File: src/rtl/reg_file_2r1w_pkg.sv
// Shared definitions for the 2-read/1-write register file: FSM encoding,
// byte-lane width and the data-width legality check.
package reg_file_2r1w_pkg;

    typedef enum logic {
        ST_CLEAR = 1'b0,
        ST_IDLE  = 1'b1
    } rf_state_e;

    localparam int unsigned BYTE_W = 8;

    // True when the word width is a non-zero whole number of byte lanes.
    function automatic bit width_ok(input int unsigned w);
        return (w != 0) && ((w % BYTE_W) == 0);
    endfunction

endpackage : reg_file_2r1w_pkg

File: src/rtl/reg_file_if.sv
// Write/read bus of the register file; master drives requests, slave answers.
interface reg_file_if
    import reg_file_2r1w_pkg::*;
#(
    parameter int unsigned DATA_WIDTH = 8,
    parameter int unsigned ADDR_WIDTH = 2
);
    localparam int unsigned NB = DATA_WIDTH / BYTE_W;

    logic                  clr;
    logic                  wr_en;
    logic [ADDR_WIDTH-1:0] w_addr;
    logic [NB-1:0]         w_be;
    logic [DATA_WIDTH-1:0] w_data;
    logic [ADDR_WIDTH-1:0] r_addr0;
    logic [DATA_WIDTH-1:0] r_data0;
    logic [ADDR_WIDTH-1:0] r_addr1;
    logic [DATA_WIDTH-1:0] r_data1;
    logic                  busy;

    modport master (
        output clr, wr_en, w_addr, w_be, w_data, r_addr0, r_addr1,
        input  r_data0, r_data1, busy
    );

    modport slave (
        input  clr, wr_en, w_addr, w_be, w_data, r_addr0, r_addr1,
        output r_data0, r_data1, busy
    );

endinterface : reg_file_if

File: src/rtl/reg_file_2r1w_clr_seq.sv
// Clear sequencer: walks every entry once after reset or a clear request,
// issuing one zero-write per cycle while busy.
module reg_file_2r1w_clr_seq
    import reg_file_2r1w_pkg::*;
#(
    parameter int unsigned ADDR_WIDTH = 2
) (
    input  logic                  clk,
    input  logic                  reset,
    input  logic                  clr_i,
    output logic                  busy_o,
    output logic                  clr_we_o,
    output logic [ADDR_WIDTH-1:0] clr_addr_o
);

    rf_state_e             state_q, state_d;
    logic [ADDR_WIDTH-1:0] clr_ptr_q, clr_ptr_d;
    logic                  busy_q, busy_d;

    always_ff @(posedge clk) begin
        if (reset) begin
            state_q   <= ST_CLEAR;
            clr_ptr_q <= '0;
            busy_q    <= 1'b1;
        end else begin
            state_q   <= state_d;
            clr_ptr_q <= clr_ptr_d;
            busy_q    <= busy_d;
        end
    end

    // A clear request in IDLE only arms the walk; zeroing starts next edge.
    always_comb begin
        state_d   = state_q;
        clr_ptr_d = clr_ptr_q;
        busy_d    = busy_q;
        unique case (state_q)
            ST_IDLE: begin
                if (clr_i) begin
                    state_d   = ST_CLEAR;
                    clr_ptr_d = '0;
                    busy_d    = 1'b1;
                end
            end
            ST_CLEAR: begin
                clr_ptr_d = clr_ptr_q + ADDR_WIDTH'(1);
                if (&clr_ptr_q) begin
                    state_d = ST_IDLE;
                    busy_d  = 1'b0;
                end
            end
            default: begin
                state_d   = ST_CLEAR;
                clr_ptr_d = '0;
                busy_d    = 1'b1;
            end
        endcase
    end

    // Zero-writes happen on exactly the cycles the sequencer reports busy.
    assign busy_o     = busy_q;
    assign clr_we_o   = busy_q;
    assign clr_addr_o = clr_ptr_q;

endmodule : reg_file_2r1w_clr_seq

File: src/rtl/reg_file_2r1w.sv
// Register file with one byte-enabled write port, two registered read ports
// with write-to-read bypass, and a self-clearing sequencer.
module reg_file_2r1w
    import reg_file_2r1w_pkg::*;
#(
    parameter int unsigned DATA_WIDTH = 8,
    parameter int unsigned ADDR_WIDTH = 2
) (
    input  logic       clk,
    input  logic       reset,
    reg_file_if.slave  bus
);

    localparam int unsigned NB    = DATA_WIDTH / BYTE_W;
    localparam int unsigned DEPTH = 1 << ADDR_WIDTH;

    if (!width_ok(DATA_WIDTH)) begin : g_width_check
        $error("reg_file_2r1w: DATA_WIDTH must be a non-zero multiple of 8");
    end

    logic [DATA_WIDTH-1:0] mem_q [DEPTH];
    logic [DATA_WIDTH-1:0] r_data0_q, r_data0_d;
    logic [DATA_WIDTH-1:0] r_data1_q, r_data1_d;
    logic [DATA_WIDTH-1:0] wr_merged_c;
    logic                  wr_fire_c;
    logic                  seq_busy;
    logic                  seq_clr_we;
    logic [ADDR_WIDTH-1:0] seq_clr_addr;

    reg_file_2r1w_clr_seq #(
        .ADDR_WIDTH (ADDR_WIDTH)
    ) u_clr_seq (
        .clk        (clk),
        .reset      (reset),
        .clr_i      (bus.clr),
        .busy_o     (seq_busy),
        .clr_we_o   (seq_clr_we),
        .clr_addr_o (seq_clr_addr)
    );

    assign wr_fire_c = bus.wr_en && !seq_clr_we;

    // Full word that a write would leave in the addressed entry.
    always_comb begin
        wr_merged_c = mem_q[bus.w_addr];
        for (int unsigned i = 0; i < NB; i++) begin
            if (bus.w_be[i]) begin
                wr_merged_c[i*BYTE_W +: BYTE_W] = bus.w_data[i*BYTE_W +: BYTE_W];
            end
        end
    end

    always_ff @(posedge clk) begin
        if (!reset) begin
            if (seq_clr_we) begin
                mem_q[seq_clr_addr] <= '0;
            end else if (wr_fire_c) begin
                mem_q[bus.w_addr] <= wr_merged_c;
            end
        end
    end

    // Reads return zero while clearing and forward a same-edge write.
    always_comb begin
        r_data0_d = '0;
        r_data1_d = '0;
        if (!seq_clr_we) begin
            r_data0_d = (wr_fire_c && (bus.w_addr == bus.r_addr0)) ? wr_merged_c
                                                                     : mem_q[bus.r_addr0];
            r_data1_d = (wr_fire_c && (bus.w_addr == bus.r_addr1)) ? wr_merged_c
                                                                     : mem_q[bus.r_addr1];
        end
    end

    always_ff @(posedge clk) begin
        if (reset) begin
            r_data0_q <= '0;
            r_data1_q <= '0;
        end else begin
            r_data0_q <= r_data0_d;
            r_data1_q <= r_data1_d;
        end
    end

    assign bus.r_data0 = r_data0_q;
    assign bus.r_data1 = r_data1_q;
    assign bus.busy    = seq_busy;

endmodule : reg_file_2r1w

File: src/flat_wrapper.sv
// flat-port wrapper written by rule: the top's interface ports become plain ports
module reg_file_2r1w_flat import reg_file_2r1w_pkg::*;
#(
    parameter int unsigned DATA_WIDTH = 8,
    parameter int unsigned ADDR_WIDTH = 2
)
  (clk, reset, bus_clr, bus_wr_en, bus_w_addr, bus_w_be, bus_w_data, bus_r_addr0, bus_r_addr1, bus_r_data0, bus_r_data1, bus_busy);
  reg_file_if #(.DATA_WIDTH(DATA_WIDTH), .ADDR_WIDTH(ADDR_WIDTH)) bus_i ();
  input  logic clk;
  input  logic reset;
  input wire logic [$bits(bus_i.clr)-1:0] bus_clr;
  input wire logic [$bits(bus_i.wr_en)-1:0] bus_wr_en;
  input wire logic [$bits(bus_i.w_addr)-1:0] bus_w_addr;
  input wire logic [$bits(bus_i.w_be)-1:0] bus_w_be;
  input wire logic [$bits(bus_i.w_data)-1:0] bus_w_data;
  input wire logic [$bits(bus_i.r_addr0)-1:0] bus_r_addr0;
  input wire logic [$bits(bus_i.r_addr1)-1:0] bus_r_addr1;
  output wire logic [$bits(bus_i.r_data0)-1:0] bus_r_data0;
  output wire logic [$bits(bus_i.r_data1)-1:0] bus_r_data1;
  output wire logic [$bits(bus_i.busy)-1:0] bus_busy;
  assign bus_i.clr = bus_clr;
  assign bus_i.wr_en = bus_wr_en;
  assign bus_i.w_addr = bus_w_addr;
  assign bus_i.w_be = bus_w_be;
  assign bus_i.w_data = bus_w_data;
  assign bus_i.r_addr0 = bus_r_addr0;
  assign bus_i.r_addr1 = bus_r_addr1;
  assign bus_r_data0 = bus_i.r_data0;
  assign bus_r_data1 = bus_i.r_data1;
  assign bus_busy = bus_i.busy;
  reg_file_2r1w #(.DATA_WIDTH(DATA_WIDTH), .ADDR_WIDTH(ADDR_WIDTH)) u_core (.clk(clk), .reset(reset), .bus(bus_i));
endmodule
File: config.mk
export PLATFORM = sky130hd
export DESIGN_NAME = reg_file_2r1w_flat
export DESIGN_NICKNAME = d
export VERILOG_FILES = /design/src/rtl/reg_file_2r1w_pkg.sv /design/src/rtl/reg_file_if.sv /design/src/rtl/reg_file_2r1w_clr_seq.sv /design/src/rtl/reg_file_2r1w.sv /design/src/flat_wrapper.sv
export SDC_FILE = /design/constraint.sdc
export NUM_CORES = 1
export LEC_CHECK = 0
export CAP_MARGIN = 5
export CORE_ASPECT_RATIO = 1.25
export CORE_MARGIN = 10
export CORE_UTILIZATION = 41
export CTS_BUF_LIST = sky130_fd_sc_hd__clkbuf_8
export DETAILED_ROUTE_END_ITERATION = 8
export PLACE_DENSITY_LB_ADDON = 0.2
export SLEW_MARGIN = 25
export SYNTH_ARGS = -nofsm -noshare
export SYNTH_HDL_FRONTEND = slang
export SYNTH_SLANG_ARGS = --single-unit
File: constraint.sdc
create_clock -name clk -period 2.3 [get_ports clk]
set_clock_uncertainty 0.05 [all_clocks]
set_input_delay 0.46 -clock clk [delete_from_list [all_inputs] [get_ports clk]]
set_output_delay 0.46 -clock clk [all_outputs]
set_load 0.01 [all_outputs]
==> results.py <==
metrics = {
    "status": {
        "status": "completed",
    },
    "routing": {
        "drtIter0Drc": 81,
        "dr.pass1.iters": 4,
        "antenna_left": 0,
        "wire_per_inst_um": 18.3,
        "routed_wl_mm": 5.88,
        "drc_errors": 0,
        "vias": 1642,
        "vias_per_cell": 5.12,
    },
    "grt": {
        "antenna_found_initial": 0,
        "grt_overflow": 0,
        "grtUsageTotal_pct": 12.3,
        "grt_pass1_vias": 1824,
        "grt_first_pass_wirelength_mm": 9.32,
        "grt_max_degree": 17,
    },
    "timing": {
        "period_needed_ps": 2210,
        "hold_viol": 0,
        "rsz0062_at_grt": "false",
        "finalCritPeriodShare_pct": 96.2,
        "slew_headroom_pct": 69.0,
        "worst_pin_slew_ps": 465,
        "final_max_slew_viol_count": 0,
        "fmax_mhz": 452,
        "finalSetupViolCount": 0,
    },
    "cells_and_area": {
        "final_util_pct": 54.3,
        "drive_gt1_share_pct": 32.2,
        "nets": 255,
        "regArea_mm2": 0.00136,
        "syn2layout_area_growth_pct": 29.5,
        "num_antenna_cells": 0,
        "multi_input_area_mm2": 0.00112,
        "fillers": 525,
    },
    "worst_setup_path": {
        "critPathTopFamily": "buffers and inverters",
        "setup.worst_path.class": "input pin to flop",
        "end_kind": "flop",
        "cp.required_ps": 2450,
        "cp_num_buf_inv": 2,
        "crit_slowest_cell": "clkdlybuf4s50_1",
        "critPathArrivalTime_ps": 2360,
        "cpPeakStageDelay_ps": 480,
        "path_max_fanout": 8,
        "crit_chain": "clkdlybuf4s50_1, nor3b_4, mux2_2, xor2_1, or3_1, buf_6, mux2i_2",
        "cp-start-kind": "input pin",
    },
    "power_and_ir_drop": {
        "p_leak_nw": 1.30,
        "finalPower_mw": 1.90,
        "p_per_area_mw_per_mm2": 572,
        "ir_worst_vdd_v": 0.000348,
    },
    "logic_synthesis": {
        "synth_seq_area_share_pct": 53.0,
        "synth-compound-area-share_pct": 1.32,
        "syn_area_mm2": 0.00257,
        "synthCells": 174,
        "async_flop_share_pct": 0,
        "synth_top_family_by_area": "multiplexers",
        "muxShareOfSynthArea_pct": 32.5,
        "ys.flop_type": "edfxtp_1",
        "yosys_warnings": 0,
        "synth_xor_area_share_pct": 1.36,
        "synthAdderAreaFrac_pct": 0.487,
        "synthSimpleGateAreaFrac_pct": 7.31,
        "ys_ff_latch": 52,
        "synth-edff-count": 32,
        "synth_nets": 194,
        "netlist-cell-type-count": 25,
        "avgSynthCellArea_um2": 14.8,
    },
    "floorplan": {
        "die_y_um": 108,
        "die_area_mm2": 0.00985,
        "start_util_pct": 41.9,
        "rows": 32,
        "die_width_um": 90.8,
        "core_mm2": 0.00613,
        "ios": 36,
    },
    "clocking": {
        "cts_tree": "done",
        "ctsHoldBuffers": 0,
        "post_cts_buffers": 0,
        "cts_buffer_depth": 2,
        "clk_latency_ps": 310,
        "clock_sinks": 52,
        "cts_inserted_buffers": 5,
        "clk_pin_slew_ps": 90,
        "cts_max_level": 2,
        "root_buffer": "clkbuf_8",
        "ctsResizeCount": 0,
    },
    "min_path": {
        "hp-class": "flop to flop",
    },
    "placement": {
        "gp_congestion": 0.834,
        "port-buffer-count": 35,
        "dp_hpwl_mm": 4.40,
    },
    "job": {
        "drv_cap": 0,
    },
}
## path summary, 6_finish.rpt
check                                                    from                                           to  slack (ps)  cells past startpoint
setup / recovery                                    bus_wr_en             u_core.bus.r_data1[2]$_SDFF_PP0_          90                      7
setup reg to reg         u_core.u_clr_seq.busy_o$_SDFFE_PP1P_             u_core.bus.r_data1[2]$_SDFF_PP0_         320                      6
hold / removal    u_core.u_clr_seq.clr_addr_o[1]$_SDFFE_PP0P_  u_core.u_clr_seq.clr_addr_o[1]$_SDFFE_PP0P_         480                      2
hold reg to reg   u_core.u_clr_seq.clr_addr_o[1]$_SDFFE_PP0P_  u_core.u_clr_seq.clr_addr_o[1]$_SDFFE_PP0P_         480                      2
## registers in the layout (all words and copies together) (netlist names)
signal                       count
u_core.bus.r_data0               8
u_core.bus.r_data1               8
u_core.mem_q                    32
u_core.u_clr_seq.busy_o          1
u_core.u_clr_seq.clr_addr_o      2
u_core.u_clr_seq.state_q         1
## cell usage after synthesis (all sizes together) (4+ instances only)
master,instances,area [µm²]
edfxtp,32,961
nand2,25,93.8
mux4,24,541
dfxtp,20,400
mux2i,17,183
mux2,10,113
inv,8,30.0
nor2,7,26.3
buf,6,53.8
clkbuf,5,18.8
nand2b,4,25.0
## routing by layer
| metal | share of wire (%) | track usage [%] | vias to the layer above |
|---|---|---|---|
| li1 | - | - | 776 |
| met1 | 37 | 12.0 | 806 |
| met5 | 0 | 0 | - |
| met3 | 4.4 | 2.84 | 13 |
| met2 | 57 | 24.4 | 47 |
| met4 | 2.2 | 5.16 | 0 |
## stage by stage
step	worst slack, ps	hold slack [ps]	area (µm²)	std cells	TNS, ps
3_3_place_gp	-187	448	3220	313	-8960
4_1_cts	54.8	489	3300	321	0
3_5_place_dp	-271	476	3220	313	-11690
2_1_floorplan	42.4	418	2570	174	0
5_1_grt	6.10	504	3330	321	0
6_report	87.4	482	3330	321	0
## area by class of cell
cell class,instances,share of cell area (%)
flip-flops and latches,52,40.9
well taps,85,3.20
clock inverters,3,0.527
multi-input cells,103,33.6
inverters,8,0.903
clock buffers,5,2.07
repair buffers,65,18.8
## tightest hold or removal path, cell delays in order, from the launching register on
cell and delay, ps:
dfxtp_1 340, nand3b_1 90, a21oi_1 60
## cells by family (layout without fill, tap and decap cells)
group | count (synthesis) | in the layout
multiplexers | 51 | 51
buffers and inverters | 19 | 81
flip-flops | 52 | 52
adder cells (fa/ha/maj) | 1 | 1
XOR/XNOR | 4 | 4
AO/OA/AOI/OAI | 5 | 5
AND/OR/NAND/NOR | 42 | 42
## cells in the final DEF (no fill, tap or decap)
| master | n |
|---|---|
| nor3b_4 | 1 |
| nand3b_1 | 1 |
| mux2i_2 | 1 |
| or3_1 | 2 |
| o21bai_1 | 1 |
| xnor2_1 | 2 |
| clkbuf_8 | 5 |
| nor3_1 | 2 |
| dfxtp_1 | 20 |
| a21o_2 | 1 |
| xor2_1 | 2 |
| nor2_1 | 6 |
| nand2_1 | 25 |
| inv_1 | 8 |
| a21o_1 | 1 |
| mux2i_1 | 15 |
| edfxtp_1 | 32 |
| ha_1 | 1 |
| inv_6 | 1 |
| mux4_2 | 24 |
| buf_12 | 3 |
| clkinv_1 | 1 |
| nor2_2 | 1 |
| nand2b_1 | 4 |
| clkinv_2 | 1 |
| buf_6 | 3 |
| buf_4 | 24 |
| mux2_2 | 10 |
| clkdlybuf4s50_1 | 35 |
| a21oi_1 | 2 |
| mux2i_4 | 1 |
## where the power goes
part | internal, mW | switching (mW)
sequential | 1.03 | 0.0281
combinational | 0.198 | 0.139
clock | 0.213 | 0.296
total | 1.44 | 0.463
No activity file was read; power rests on OpenSTA's default activity.
